<file path="src/rtl/subtract_32.sv">
// 32-bit two's-complement subtractor (X - Y) via a ripple-carry X + ~Y + 1 chain, with registered copies.
// Optional flags (zero, negative, borrow and their registered copies) are enabled by defining SUB32_FLAGS_EN.
module subtract_32 #(
  parameter int WIDTH = 32
) (
  input  logic             clk,
  input  logic             rst,
  input  logic [WIDTH-1:0] X,
  input  logic [WIDTH-1:0] Y,
  output logic [WIDTH-1:0] result,
  output logic             overflow,
`ifdef SUB32_FLAGS_EN
  output logic             zero,
  output logic             negative,
  output logic             borrow,
  output logic             zero_q,
  output logic             negative_q,
  output logic             borrow_q,
`endif
  output logic [WIDTH-1:0] result_q,
  output logic             overflow_q
);

  logic [WIDTH:0]   carry_s;
  logic [WIDTH-1:0] y_inv_s;
  logic [WIDTH-1:0] sum_s;
  logic             ovf_s;

  assign y_inv_s = ~Y;

  // Ripple-carry chain for X + ~Y with the carry-in tied high
  always_comb begin
    carry_s    = {(WIDTH+1){1'b0}};
    sum_s      = {WIDTH{1'b0}};
    carry_s[0] = 1'b1;
    for (int i = 0; i < WIDTH; i++) begin
      sum_s[i]     = X[i] ^ y_inv_s[i] ^ carry_s[i];
      carry_s[i+1] = (X[i] & y_inv_s[i]) | (carry_s[i] & (X[i] ^ y_inv_s[i]));
    end
  end

  // Overflow only when operand signs differ and the result sign departs from X
  assign ovf_s    = (X[WIDTH-1] != Y[WIDTH-1]) && (sum_s[WIDTH-1] != X[WIDTH-1]);
  assign result   = sum_s;
  assign overflow = ovf_s;

`ifdef SUB32_FLAGS_EN
  assign zero     = (sum_s == {WIDTH{1'b0}});
  assign negative = sum_s[WIDTH-1];
  assign borrow   = ~carry_s[WIDTH];
`else
  logic unused_carry_s;
  assign unused_carry_s = carry_s[WIDTH];
`endif

  // Pipeline copy of the combinational outputs, cleared by synchronous reset
  always_ff @(posedge clk) begin
    if (rst) begin
      result_q   <= {WIDTH{1'b0}};
      overflow_q <= 1'b0;
`ifdef SUB32_FLAGS_EN
      zero_q     <= 1'b0;
      negative_q <= 1'b0;
      borrow_q   <= 1'b0;
`endif
    end else begin
      result_q   <= sum_s;
      overflow_q <= ovf_s;
`ifdef SUB32_FLAGS_EN
      zero_q     <= zero;
      negative_q <= negative;
      borrow_q   <= borrow;
`endif
    end
  end

endmodule

</file>
<file path="config.mk">
export PLATFORM = sky130hd
export DESIGN_NAME = subtract_32
export DESIGN_NICKNAME = d
export VERILOG_FILES = /design/src/rtl/subtract_32.sv
export SDC_FILE = /design/constraint.sdc
export NUM_CORES = 1
export LEC_CHECK = 0
export BUFFER_PORTS_ARGS = -buffer_cell sky130_fd_sc_hd__clkbuf_2
export CAP_MARGIN = 20
export CORE_UTILIZATION = 40
export DETAILED_ROUTE_END_ITERATION = 16
export PLACE_DENSITY = 0.87
export SETUP_SLACK_MARGIN = 0.02
export SYNTH_ARGS = -nofsm -noshare
export SYNTH_HDL_FRONTEND = slang
export SYNTH_SLANG_ARGS = --single-unit
export TNS_END_PERCENT = 30
</file>
<file path="constraint.sdc">
create_clock -name clk -period 14.55 [get_ports clk]
set_input_delay 0.7275 -clock clk [delete_from_list [all_inputs] [get_ports clk]]
set_output_delay 0.7275 -clock clk [all_outputs]
set_load 0.1 [all_outputs]
</file>
==> summary.txt <==
GRT
  – Total track usage: 17.62%
  – Largest net degree at the start of global routing: 35
  – Antenna violations before repair: 0
  – Remaining global-route overflow: 0
  – First-pass GRT wire length: 5740 µm
  – Vias in the first global route: 1397

Final layout
  – # fillers: 363
  – Most frequent cells in the layout: 129 x clkbuf_2, 63 x inv_1, 33 x dfxtp_1
  – Area delta synth->final: 48.18%
  – Total Nets Final: 402
  – Register area: 660.6 µm²
  – Share of cells above drive strength 1: 47.39%
  – Multi-input logic area: 819.5 µm²
  – Most common cell after layout, fill and taps aside: clkbuf_2
  – Antenna diode count: 0

Job
  – Number of max-cap violations: 0

Clocking
  – Clk sinks: 33
  – TritonCTS clock tree: built
  – Clk pin slew, worst setup/hold paths: 0.06 ns
  – H-tree Lvls: 2
  – Setup bufs post-CTS: 0
  – CTS buffer count: 5
  – Clock buffer depth: 2
  – CTS root buf: clkbuf_8

STA
  – Final Hold Fails: 0
  – Unrepaired setup endpoints after global routing: false
  – Final Max Tran Viols: 0
  – Tightest Pin Transition: 0.7078 ns
  – Setup TNS: 0 ns
  – Relative slew slack: 52.82%
  – Final setup fails: 0
  – Part of the cycle the worst path needs: 96.30%
  – Fmax: 0.07137 GHz
  – Final min period: 14.01 ns

Floorplanning
  – Die H: 67.56 µm
  – Total core area: 4058 µm²
  – Die Wd: 67.56 µm
  – Initial Utilization: 42.37%
  – Row cnt: 23
  – I/O pins: 132
  – Area of the die: 4564 µm²

Worst setup path
  – Max stage delay on crit path: 0.42 ns
  – Crit Path Max Fanout: 3
  – Top delay family on crit path: adder cells
  – Req. time, crit path: 13.82 ns
  – CP bufs+invs: 5
  – WP data arrival: 13.28 ns
  – CP dominant cell by count: fa_1
  – Slowest-stage cell, CP: fa_1
  – Crit path launch type: input pin
  – Critical path depth in cells: 38
  – Critical Path Sink Type: output pin
  – Setup CP Type: in -> out

Pwr
  – Leakage: 1.536 nW
  – Pwr Total: 0.4778 mW
  – VDD IR max: 0.00008086 V
  – P per Cell Area: 187.6 nW/µm²

Routing
  – Drt first pass iters: 4
  – Avg WL per Cell: 10.84 µm
  – Drt via density: 4.107
  – Total number of vias: 1462
  – DRC Markers: 0
  – ANT nets after route: 0
  – Drt total wl: 3860 µm
  – Iter 0 DRT Violations: 18

Logic synthesis
  – Synth Warn #: 0
  – Sequential area share after synthesis: 38.43%
  – Seq cells post-synth: 33
  – Synth Instances: 171
  – Synth Net Count: 268
  – Syn Area/Cell: 10.05 µm²
  – Mapped Area: 1719 µm²
  – Yosys cell types: 13

Placement
  – Post-DP HPWL: 3363 µm
  – I/O Buffers: 131
  – Routability congestion estimate: 0.7515

Min path
  – Worst hold stages: 3
  – Hold crit path type: in -> reg

Outcome
  – Outcome: complete, no violations
-- final timing paths --
kind / startpoint / end / slack (ns)
max: X[0] / overflow / 0.54
min: Y[0] / result_q[0] / 0.78
-- metrics by stage --
stage | cells | util (%) | cell area, µm² | worst slack [ns] | hold WS [ns]
after floorplan | 171 | - | 1727 | 0.5022 | 0.9197
after global routing | 356 | 62.78 | 2547 | 0.06968 | 0.7970
after CTS | 356 | 62.53 | 2537 | 0.2500 | 0.7812
after detailed placement | 348 | 60.50 | 2455 | 0.2829 | 1.085
final | 356 | 62.78 | 2547 | 0.5383 | 0.7797
after global placement | 348 | 60.50 | 2455 | 0.5437 | 1.060
-- power breakdown --
group          switching, mW  internal (mW)
combinational          0.260         0.0475
sequential           0.00290          0.102
clock                 0.0325         0.0331
-- state kept, by name, summed over array words and instances (netlist names) --
name / flops
overflow_q: 1
result_q: 32
-- metal layers --
layer | part of all wire, % | wire, µm | track usage [%] | up-vias
li1 | - | - | - | 719
met2 | 55 | 2116 | 32.55 | 73
met4 | 1.4 | 54 | 7.979 | 0
met1 | 35 | 1346 | 17.93 | 664
met5 | 0 | 0 | 0 | -
met3 | 8.9 | 342 | 5.236 | 6
-- synthesized netlist by cell type --
cell	count	area share, %
a21oi_2	1	0.51
buf_2	4	1.2
dfxtp_1	33	38
fa_1	30	35
ha_1	1	0.73
inv_1	63	14
mux2_1	1	0.65
nand2_1	1	0.22
nand3b_1	1	0.44
nor2_1	31	6.8
nor2b_1	2	0.73
or3b_4	1	0.65
xnor2_1	2	1.0
-- layout make-up --
class                      instances  area share, %
tap                               50          2.456
clock inverter                     2         0.3929
clock buffer                       6          2.849
sequential                        33          25.93
timing repair buffer             131          26.92
inverter                          63          9.283
multi-input combinational         71          32.17
-- kinds of logic after synthesis --
kind of cell               synth area share [%]
buffers and inverters                     14.92
and+or+nand+nor                           8.806
DFF                                       38.43
adders and majority gates                 35.66
xor gates and xnor gates                  1.019
AOI/OAI and AO/OA                        0.5096
muxes                                    0.6550
-- what timing repair did --
| action | CTS | global route |
|---|---|---|
| hold buffers | 0 | 0 |
| endpoints found under the setup margin | 0 | 3 |
| gates resized for setup | 0 | 4 |
(Power assumes the default switching activity.)
